--- src/rtl/projectile_ctl_pkg.sv ---
// Shared game types and constants for the projectile path.
package projectile_ctl_pkg;

  typedef enum logic [1:0] {
    S_IDLE = 2'd0,
    S_FLY  = 2'd1,
    S_DONE = 2'd2
  } state_t;

  localparam int POS_W    = 13;
  localparam int SCREEN_W = 1024;
  localparam int GROUND_Y = 700;

endpackage

--- src/rtl/projectile_step.sv ---
// One frame of projectile motion plus termination checks; purely combinational.
module projectile_step #(
  parameter int GROUND_Y   = 700,
  parameter int SCREEN_W   = 1024,
  parameter int GRAVITY    = 1,
  parameter int VY_MAX     = 31,
  parameter int TARGET_W   = 32,
  parameter int TARGET_H   = 32,
  parameter int MAX_FRAMES = 255,
  parameter int FC_W       = 8
) (
  input  logic signed [projectile_ctl_pkg::POS_W-1:0] pos_x,
  input  logic signed [projectile_ctl_pkg::POS_W-1:0] pos_y,
  input  logic signed [projectile_ctl_pkg::POS_W-1:0] vel_x,
  input  logic signed [projectile_ctl_pkg::POS_W-1:0] vel_y,
  input  logic        [11:0]                          target_x,
  input  logic        [11:0]                          target_y,
  input  logic        [FC_W-1:0]                      frame_cnt,
  output logic signed [projectile_ctl_pkg::POS_W-1:0] nxt_x,
  output logic signed [projectile_ctl_pkg::POS_W-1:0] nxt_y,
  output logic signed [projectile_ctl_pkg::POS_W-1:0] nxt_vy,
  output logic                                        term,
  output logic                                        hit
);
  import projectile_ctl_pkg::*;

  // One extra bit so target box edges (up to 4095+TARGET_W) compare without overflow.
  localparam int CW = POS_W + 1;

  logic signed [CW-1:0] nx_w, ny_w, tx_lo, ty_lo, vy_inc;
  logic                 ground, off_scr, timeout;

  always_comb begin
    nxt_x   = pos_x + vel_x;
    nxt_y   = pos_y + vel_y;
    vy_inc  = CW'(vel_y) + CW'(GRAVITY);
    nxt_vy  = (vy_inc > CW'(VY_MAX)) ? POS_W'(VY_MAX) : vy_inc[POS_W-1:0];

    nx_w    = CW'(nxt_x);
    ny_w    = CW'(nxt_y);
    tx_lo   = $signed({2'b00, target_x});
    ty_lo   = $signed({2'b00, target_y});

    hit     = (nx_w >= tx_lo) && (nx_w < tx_lo + CW'(TARGET_W)) &&
              (ny_w >= ty_lo) && (ny_w < ty_lo + CW'(TARGET_H));
    ground  = ny_w >= CW'(GROUND_Y);
    off_scr = nx_w[CW-1] || (nx_w > CW'(SCREEN_W - 1));
    timeout = frame_cnt == FC_W'(MAX_FRAMES - 1);
    term    = hit || ground || off_scr || timeout;
  end

endmodule

--- src/rtl/projectile_ctl.sv ---
// Launches a projectile on a throw_enable rising edge, steps it once per frame_tick,
// and emits a single throw_done/hit pulse when the flight ends.
module projectile_ctl #(
  parameter int START_X    = 100,
  parameter int START_Y    = 600,
  parameter int GROUND_Y   = projectile_ctl_pkg::GROUND_Y,
  parameter int SCREEN_W   = projectile_ctl_pkg::SCREEN_W,
  parameter int GRAVITY    = 1,
  parameter int VY_MAX     = 31,
  parameter int TARGET_W   = 32,
  parameter int TARGET_H   = 32,
  parameter int MAX_FRAMES = 255
) (
  input  logic        clk,
  input  logic        rst,
  input  logic        throw_enable,
  input  logic        frame_tick,
  input  logic [7:0]  vx_init,
  input  logic [7:0]  vy_init,
  input  logic [11:0] target_x,
  input  logic [11:0] target_y,
  output logic [11:0] proj_x,
  output logic [11:0] proj_y,
  output logic        proj_visible,
  output logic        throw_done,
  output logic        hit
);
  import projectile_ctl_pkg::*;

  localparam int FC_W = $clog2(MAX_FRAMES + 1);
  localparam logic signed [POS_W-1:0] SX = POS_W'(START_X);
  localparam logic signed [POS_W-1:0] SY = POS_W'(START_Y);

  state_t                   state_q, state_d;
  logic                     te_q, te_d, hit_q, hit_d, launch;
  logic signed [POS_W-1:0]  x_q, x_d, y_q, y_d, vx_q, vx_d, vy_q, vy_d;
  logic        [FC_W-1:0]   fc_q, fc_d;
  logic signed [POS_W-1:0]  nxt_x, nxt_y, nxt_vy;
  logic                     step_term, step_hit;

  projectile_step #(
    .GROUND_Y  (GROUND_Y),
    .SCREEN_W  (SCREEN_W),
    .GRAVITY   (GRAVITY),
    .VY_MAX    (VY_MAX),
    .TARGET_W  (TARGET_W),
    .TARGET_H  (TARGET_H),
    .MAX_FRAMES(MAX_FRAMES),
    .FC_W      (FC_W)
  ) u_step (
    .pos_x    (x_q),
    .pos_y    (y_q),
    .vel_x    (vx_q),
    .vel_y    (vy_q),
    .target_x (target_x),
    .target_y (target_y),
    .frame_cnt(fc_q),
    .nxt_x    (nxt_x),
    .nxt_y    (nxt_y),
    .nxt_vy   (nxt_vy),
    .term     (step_term),
    .hit      (step_hit)
  );

  always_ff @(posedge clk or posedge rst) begin
    if (rst) begin
      state_q <= S_IDLE;
      te_q    <= 1'b0;
      hit_q   <= 1'b0;
      x_q     <= SX;
      y_q     <= SY;
      vx_q    <= '0;
      vy_q    <= '0;
      fc_q    <= '0;
    end else begin
      state_q <= state_d;
      te_q    <= te_d;
      hit_q   <= hit_d;
      x_q     <= x_d;
      y_q     <= y_d;
      vx_q    <= vx_d;
      vy_q    <= vy_d;
      fc_q    <= fc_d;
    end
  end

  always_comb begin
    launch  = throw_enable & ~te_q;
    te_d    = throw_enable;
    state_d = state_q;
    hit_d   = hit_q;
    x_d     = x_q;
    y_d     = y_q;
    vx_d    = vx_q;
    vy_d    = vy_q;
    fc_d    = fc_q;
    case (state_q)
      S_IDLE: begin
        // A frame_tick in the launch cycle is deliberately dropped.
        if (launch) begin
          vx_d    = POS_W'($signed(vx_init));
          vy_d    = POS_W'($signed(vy_init));
          x_d     = SX;
          y_d     = SY;
          fc_d    = '0;
          hit_d   = 1'b0;
          state_d = S_FLY;
        end
      end
      S_FLY: begin
        if (frame_tick) begin
          x_d  = nxt_x;
          y_d  = nxt_y;
          vy_d = nxt_vy;
          fc_d = fc_q + FC_W'(1);
          if (step_term) begin
            hit_d   = step_hit;
            state_d = S_DONE;
          end
        end
      end
      S_DONE: begin
        x_d     = SX;
        y_d     = SY;
        hit_d   = 1'b0;
        state_d = S_IDLE;
      end
      default: state_d = S_IDLE;
    endcase
  end

  always_comb begin
    proj_visible = state_q == S_FLY;
    throw_done   = state_q == S_DONE;
    hit          = hit_q;
    if (x_q[POS_W-1])                       proj_x = '0;
    else if (x_q > POS_W'(SCREEN_W - 1))    proj_x = 12'(SCREEN_W - 1);
    else                                    proj_x = x_q[11:0];
    proj_y = y_q[POS_W-1] ? 12'd0 : y_q[11:0];
  end

endmodule

--- config.mk ---
export PLATFORM = sky130hd
export DESIGN_NAME = projectile_ctl
export DESIGN_NICKNAME = d
export VERILOG_FILES = /design/src/rtl/projectile_ctl_pkg.sv /design/src/rtl/projectile_step.sv /design/src/rtl/projectile_ctl.sv
export SDC_FILE = /design/constraint.sdc
export NUM_CORES = 1
export LEC_CHECK = 0
export CELL_PAD_IN_SITES_DETAIL_PLACEMENT = 1
export CELL_PAD_IN_SITES_GLOBAL_PLACEMENT = 2
export CORE_MARGIN = 2
export CORE_UTILIZATION = 34
export DETAILED_ROUTE_END_ITERATION = 12
export HOLD_SLACK_MARGIN = 0.12
export PLACE_DENSITY_LB_ADDON = 0.15
export SYNTH_ARGS = -nofsm -noshare
export SYNTH_HDL_FRONTEND = slang
export SYNTH_HIERARCHICAL = 1
export SYNTH_SLANG_ARGS = --single-unit
--- constraint.sdc ---
create_clock -name clk -period 4.1 [get_ports clk]
set_input_delay 0.82 -clock clk [delete_from_list [all_inputs] [get_ports clk]]
set_output_delay 0.82 -clock clk [all_outputs]
set_load 0.02 [all_outputs]
## After elaboration in Yosys (flattened, before gate mapping)

Index checks and enable logic that the tools add are counted.

| word-level totals | value |
|---|---|
| bits in registers | 59 |
| input port bits | 44 |
| output and inout port bits | 27 |

| operators by class | value |
|---|---|
| $add $sub $neg | 6 |
| $lt $le $gt $ge | 8 |
| equal/unequal tests | 6 |
| multiplexer cells | 24 |
| bitwise logic cells | 2 |
| reduce and logical (&&, ||, !) cells | 15 |

Operators by type and width:

| kind | count |
|---|---|
| 13-bit 2-to-1 mux | 7 |
| 13-bit one-hot mux with 3 select lines | 2 |
| 12-bit 2-to-1 mux | 3 |
| 13-bit by 14-bit less-than comparator with 1-bit output | 2 |
| 12-bit by 6-bit adder with 13-bit output (second input constant) | 2 |
| 13-bit greater-or-equal comparator | 2 |
| 13-bit by 11-bit > comparator with 1-bit output (second input constant) | 2 |
| 13-bit one-hot mux with 2 select lines | 1 |
| 8-bit 2-to-1 mux | 2 |
| 8-bit one-hot mux with 2 select lines | 1 |
| 13-bit by 2-bit adder with 14-bit output (second input constant) | 1 |
| 14-bit by 6-bit > comparator with 1-bit output (second input constant) | 1 |
| 13-bit adder | 1 |
| 13-bit by 8-bit adder with 13-bit output | 1 |
| 13-bit by 11-bit greater-or-equal comparator with 1-bit output (second input constant) | 1 |
| 3-bit AND reduction | 3 |
| 8-bit by 1-bit adder with 8-bit output (second input constant) | 1 |
| 8-bit == test (second input constant) | 1 |
| 2-bit 2-to-1 mux | 3 |
| 1-bit logical OR | 4 |
| 2-bit != test (second input constant) | 2 |
| 2-bit one-hot mux with 2 select lines | 1 |
| 4-bit AND reduction | 1 |
| 1-bit logical AND | 3 |
| other kinds (11) | 13 |

## Logic depth before layout (Yosys ltp)

| depth | value |
|---|---|
| depth in word-level cells | 11 |
| gate-level depth with buffers | 19 |

## Hierarchy

The synthesis kept the hierarchy.

Modules (own cells, without submodules):

| module | instances | cells an instance | area an instance (um^2) |
|---|---|---|---|
| projectile_ctl | 1 | 288 | 2,762.6 |
| projectile_step | 1 | 366 | 2,603.7 |

## Least setup slack after synthesis

No wires, ideal clock.

| path | value |
|---|---|
| path type | register to register |
| start | register vy_q[0] |
| end | register hit_q (netlist: hit) |
| setup time | 134 ps |
| arrival time | 3,694 ps |
| data required time | 3,966 ps |
| path slack | 272 ps |
| cell stages (with the launch flop) | 19 |
| path buffers | 0 |
| cells stage by stage | dfrtp_1 > ha_1 > fa_1 > a211oi_1 > o21ai_0 > a41oi_1 > nor2b_1 > xnor2_1 > ha_1 > o21a_1 > o21a_1 > o32ai_1 > a41oi_1 > a211oi_1 > o211ai_1 > a211oi_1 > a211o_1 > and3_1 > o31ai_1 |

| between the ends | value |
|---|---|
| longest elaborated chain between the ends | 9 |

RTL lines:

| element | RTL line | RTL |
|---|---|---|
| start, declared | projectile_ctl.sv:36 | `logic signed [POS_W-1:0] x_q, x_d, y_q, y_d, vx_q, vx_d, vy_q, vy_d;` |
| start signal, assigned | projectile_ctl.sv:82 | `vy_q <= vy_d;` |
| 13-bit adder (*) | projectile_step.sv:35 | `nxt_y = pos_y + vel_y;` |
| net nxt_y[10] | projectile_ctl.sv:38 | `logic signed [POS_W-1:0] nxt_x, nxt_y, nxt_vy;` |
| 13-bit greater-or-equal comparator | projectile_step.sv:45 | `(ny_w >= ty_lo) && (ny_w < ty_lo + CW'(TARGET_H));` |
| 1-bit logical AND | projectile_step.sv:44 | `hit = (nx_w >= tx_lo) && (nx_w < tx_lo + CW'(TARGET_W)) &&` |
| 1-bit logical AND (*) | projectile_step.sv:45 |  |
| net step_hit | projectile_ctl.sv:39 | `logic step_term, step_hit;` |
| 1-bit logical OR (*) (3 in series) | projectile_step.sv:49 | `term = hit \|\| ground \|\| off_scr \|\| timeout;` |
| net step_term | projectile_ctl.sv:39 |  |
| 2-bit by 1-bit != test with 1-bit output (no source line) (*) | -- |  |
| 4-bit AND reduction (no source line) (*) | -- |  |
| end signal, assigned | projectile_ctl.sv:78 | `hit_q <= hit_d;` |
| end, declared | projectile_ctl.sv:35 | `logic te_q, te_d, hit_q, hit_d, launch;` |

Mark *: on every way through the listed nets, which the timed path passes. The rest lies on a longest branch. The select of a mux whose other input is x is not followed.
A chain may end at the register's enable or synchronous reset.

## Final worst setup path

| path | value |
|---|---|
| start | register y_q[0] |
| end | register hit_q (netlist: hit) |

| between the ends | value |
|---|---|
| longest elaborated chain between the ends | 9 |

RTL lines:

| element | RTL line | RTL |
|---|---|---|
| start, declared | projectile_ctl.sv:36 |  |
| start signal, assigned | projectile_ctl.sv:80 | `y_q <= y_d;` |
| 13-bit adder (*) | projectile_step.sv:35 |  |
| net nxt_y[6] | projectile_ctl.sv:38 |  |
| 13-bit greater-or-equal comparator | projectile_step.sv:45 |  |
| 1-bit logical AND | projectile_step.sv:44 |  |
| 1-bit logical AND (*) | projectile_step.sv:45 |  |
| net step_hit | projectile_ctl.sv:39 |  |
| 1-bit logical OR (*) (3 in series) | projectile_step.sv:49 |  |
| net step_term | projectile_ctl.sv:39 |  |
| 2-bit by 1-bit != test with 1-bit output (no source line) (*) | -- |  |
| 4-bit AND reduction (no source line) (*) | -- |  |

Marked as above.

==> impl_metrics.json <==
{
  "finish.instance_area_mm2": 0.00699,
  "tritoncts": "yes",
  "share_seq_of_total_power": 0.154,
  "multi_input_gate_area_mm2": 0.00368,
  "ctsHtreeMaxLevel": 3,
  "hp-class": "reg2reg",
  "synth.yosys.seq_area_share": 0.277,
  "synth_area_mm2": 0.00537,
  "library_cell_used_as_clock_root_buffer": "clkbuf_16",
  "totalWireLength_um": 16500,
  "dieArea_mm2": 0.0168,
  "critPathLaunch": "y_q[0]$_DFFE_PP0P_",
  "final-setup-viol-count": 0,
  "die-height_um": 130,
  "maxCapViolations": 0,
  "ys.warnings.count": 6,
  "detailed_route_vias_per_instance": 5.24,
  "timing_hold_violations_final": 0,
  "power_dens_cells_mw_per_mm2": 1020,
  "power.clock.fraction": 0.117,
  "largest_driver_fanout_on_the_critical_path": 3,
  "antenna_found_initial": 0,
  "cts-hold-fix-buffers": 0,
  "synth_cells": 654,
  "worst_hold_startpoint": "x_q[5]$_DFFE_PP1P_",
  "total_power_mw": 7.11,
  "power.share.switching": 0.474,
  "drt_pre_antenna_iters": 4,
  "die_width_um": 130,
  "cts_made_buffers": 9,
  "areaGrowthSynthToFinish_pct": 30.2,
  "ff_latch_area_mm2": 0.00149,
  "timing.critical_path.to_type": "register",
  "final.hold.worst_slack_ps": 501,
  "vdd.ir_drop.worst_mv": 0.285,
  "antenna-diode-count": 0,
  "post_dp_cell_area_mm2": 0.00642,
  "r2r_start": "y_q[0]$_DFFE_PP0P_",
  "synth_edf_count": 0,
  "critPathLaunchType": "register",
  "final.fill_count": 1843,
  "yosys_most_used_dff": "dfrtp_1",
  "critPathArrivalTime_ps": 4120,
  "period_minus_slack_ps": 3880,
  "floorplan.rows": 45,
  "clock_pin_slew_on_the_worst_setup_and_hold_paths_ps": 60,
  "finalWeightedCongestion": 0.840,
  "synth_cell_types": 66,
  "numClockSinks": 59,
  "global_route.usage.total": 0.199,
  "initialDrtViolationCount": 138,
  "worst-endpoint-required_ps": 4340,
  "place.detailed.hpwl_um": 12700,
  "first_global_vias": 5303,
  "clock_path_buffers": 2,
  "clk-insertion-delay-late_ps": 330,
  "outcome": "finished clean",
  "timing.clock.skew_ps": 6.02,
  "fin_ws_ps": 220,
  "detail_route_antenna_nets": 0,
  "preCtsSetupSlack_ps": -276,
  "first_pass_grt_wire_length_um": 26600,
  "timing_max_transition_violations_final": 0,
  "core_region_area_mm2": 0.0153,
  "route.vias.total": 5037,
  "gr-total-overflow": 0,
  "cellInternalPower_mw": 3.73,
  "leakagePower_nw": 3.14,
  "critPathKind": "reg2reg",
  "io_buffers": 68,
  "maximum_number_of_pins_on_one_net_before_global_route_repair": 46,
  "worst_slew_pin_slew_ps": 995,
  "slew_headroom": 0.337,
  "post_drt_wl_per_cell_um": 17.1,
  "nNetsFinal": 857,
  "postSynthRegisterBits": 59,
  "achievable-frequency_mhz": 258,
  "layout_cells_sized_above_1": 0.144,
  "drcViolationCount": 0,
  "start_util": 0.350,
  "syn_avg_cell_area_um2": 8.21,
  "floorplan.io_pins": 71,
  "combinationalPowerShare": 0.730,
  "final.period_utilization": 0.946,
  "postSynth.asyncResetShare": 1.00,
  "net-switching-power_mw": 3.37
}
==> repair_timing <==
item | 4_1_cts | 5_1_grt
endpoints found under the setup margin | 3 | 3
pin swaps | 2 | 16
setup buffers | 2 | 5
gates resized for setup | 5 | 32
==> cell type report <==
class,instances,share of cell area
inverters,69,0.0371
clock buffers,9,0.0322
multi-input cells,500,0.527
clock inverters,7,0.0143
flip-flops and latches,59,0.213
repair buffers,107,0.139
well taps,211,0.0378
==> path summary, 6_finish.rpt <==
| kind | slack (ps) | depth (start not counted) | to |
|---|---|---|---|
| min | 500 | 2 | x_q[5]$_DFFE_PP1P_ |
| max reg2reg | 220 | 18 | hit$_DFFE_PP0P_ |
| min reg2reg | 500 | 2 | x_q[5]$_DFFE_PP1P_ |
| max in group asynchronous | 2190 | 3 | y_q[9]$_DFFE_PP1P_ |
| max | 220 | 18 | hit$_DFFE_PP0P_ |
| min in group asynchronous | 1030 | 2 | vx_q[2]$_DFFE_PP0P_ |
==> stage by stage <==
stage,util,setup TNS (ps),cells
2_1_floorplan,-,0,655
3_3_place_gp,0.419,-9.37,939
3_5_place_dp,0.419,-633,939
4_1_cts,0.443,0,957
5_1_grt,0.456,-62.4,962
6_report,0.456,0,962
==> per-layer routing <==
layer	track usage	routed length, um
met4	0.0588	218
met3	0.0149	327
met5	0	0
met2	0.332	7900
met1	0.277	8050
==> layout by cell type, fill, tap and decap left out, types with 3 or more instances in the layout <==
master,netlist,final
nor2b_1,10,9
clkdlybuf4s50_1,0,68
xnor2_1,28,23
clkinvlp_4,0,3
a211oi_2,0,3
clkbuf_16,0,9
xor2_1,9,9
o211ai_1,4,4
dfrtp_1,52,52
nand3_1,30,29
ha_1,65,60
a31oi_1,21,21
ha_2,0,3
and4_1,3,3
a21o_1,5,5
o31ai_1,21,20
nand4_1,12,12
and3_1,7,6
nor2_1,48,48
a21oi_1,25,22
a211oi_1,7,4
buf_4,2,39
o21ai_0,21,19
a221o_1,4,4
or3_1,4,4
nor3_1,7,7
nand2_1,78,78
a21oi_2,2,5
dfstp_2,7,7
xnor2_2,0,5
o21a_1,8,8
a211o_1,4,4
inv_1,69,67
mux2i_1,12,12
o21ai_1,8,9
nand2b_1,5,5
o21bai_1,7,7
==> power by group through the flow <==
| stage | Combinational, mW | Sequential, mW | Clock (mW) |
|---|---|---|---|
| 2_1_floorplan | 3.05 | 0.993 | 0 |
| 3_3_place_gp | 4.42 | 1.08 | 0 |
| 3_5_place_dp | 4.61 | 1.09 | 0 |
| 4_1_cts | 4.71 | 1.08 | 0.849 |
| 5_1_grt | 5.77 | 1.12 | 0.872 |
| 6_report | 5.19 | 1.09 | 0.828 |
==> sequential cells by signal (all words and copies together) (netlist names) <==
register  flops
y_q          13
state_q       2
vy_q         13
vx_q          8
te_q          1
hit           1
x_q          13
fc_q          8
==> synthesized netlist by cell type, drive strengths merged, types with 3 or more instances <==
cell type,count,share of area
a2111oi,3,0.0084
a211o,4,0.0065
a211oi,7,0.0098
a21o,5,0.0070
a21oi,27,0.027
a221o,4,0.0075
a31oi,21,0.024
a41oi,3,0.0049
and3,7,0.0082
and4,3,0.0049
buf,12,0.015
clkbuf,15,0.010
dfrtp,52,0.24
dfstp,7,0.034
ha,65,0.15
inv,69,0.048
mux2i,12,0.022
nand2,79,0.056
nand2b,5,0.0058
nand3,30,0.028
nand4,12,0.014
nor2,48,0.034
nor2b,10,0.012
nor3,7,0.0065
nor4,3,0.0035
o211ai,4,0.0056
o21a,8,0.011
o21ai,29,0.027
o21bai,7,0.0098
o22ai,3,0.0047
o31ai,21,0.029
or2,3,0.0035
or3,5,0.0068
xnor2,28,0.046
xor2,9,0.015
==> cells by family after synthesis <==
group | Yosys count | share of synthesized area
other | 1 | 0.000699
adder cells (fa/ha/maj) | 68 | 0.161
buffers and inverters | 96 | 0.0741
AO/OA/AOI/OAI | 158 | 0.204
AND/OR/NAND/NOR | 223 | 0.201
multiplexers | 12 | 0.0224
flip-flops | 59 | 0.277
XOR/XNOR | 37 | 0.0604
==> worst max-delay path, stage by stage, from the launching register on <==
cell	delay, ps
dfrtp_1	380
ha_1	240
fa_2	380
a211oi_2	250
buf_4	160
o21bai_1	80
a21oi_2	230
xnor2_2	180
ha_1	310
a21oi_1	150
nor2_1	60
o31a_1	290
o21ai_2	140
a211oi_2	80
o211ai_1	120
a211oi_2	80
a211o_1	330
and3_4	170
o31ai_2	160
(Power assumes the default switching activity.)
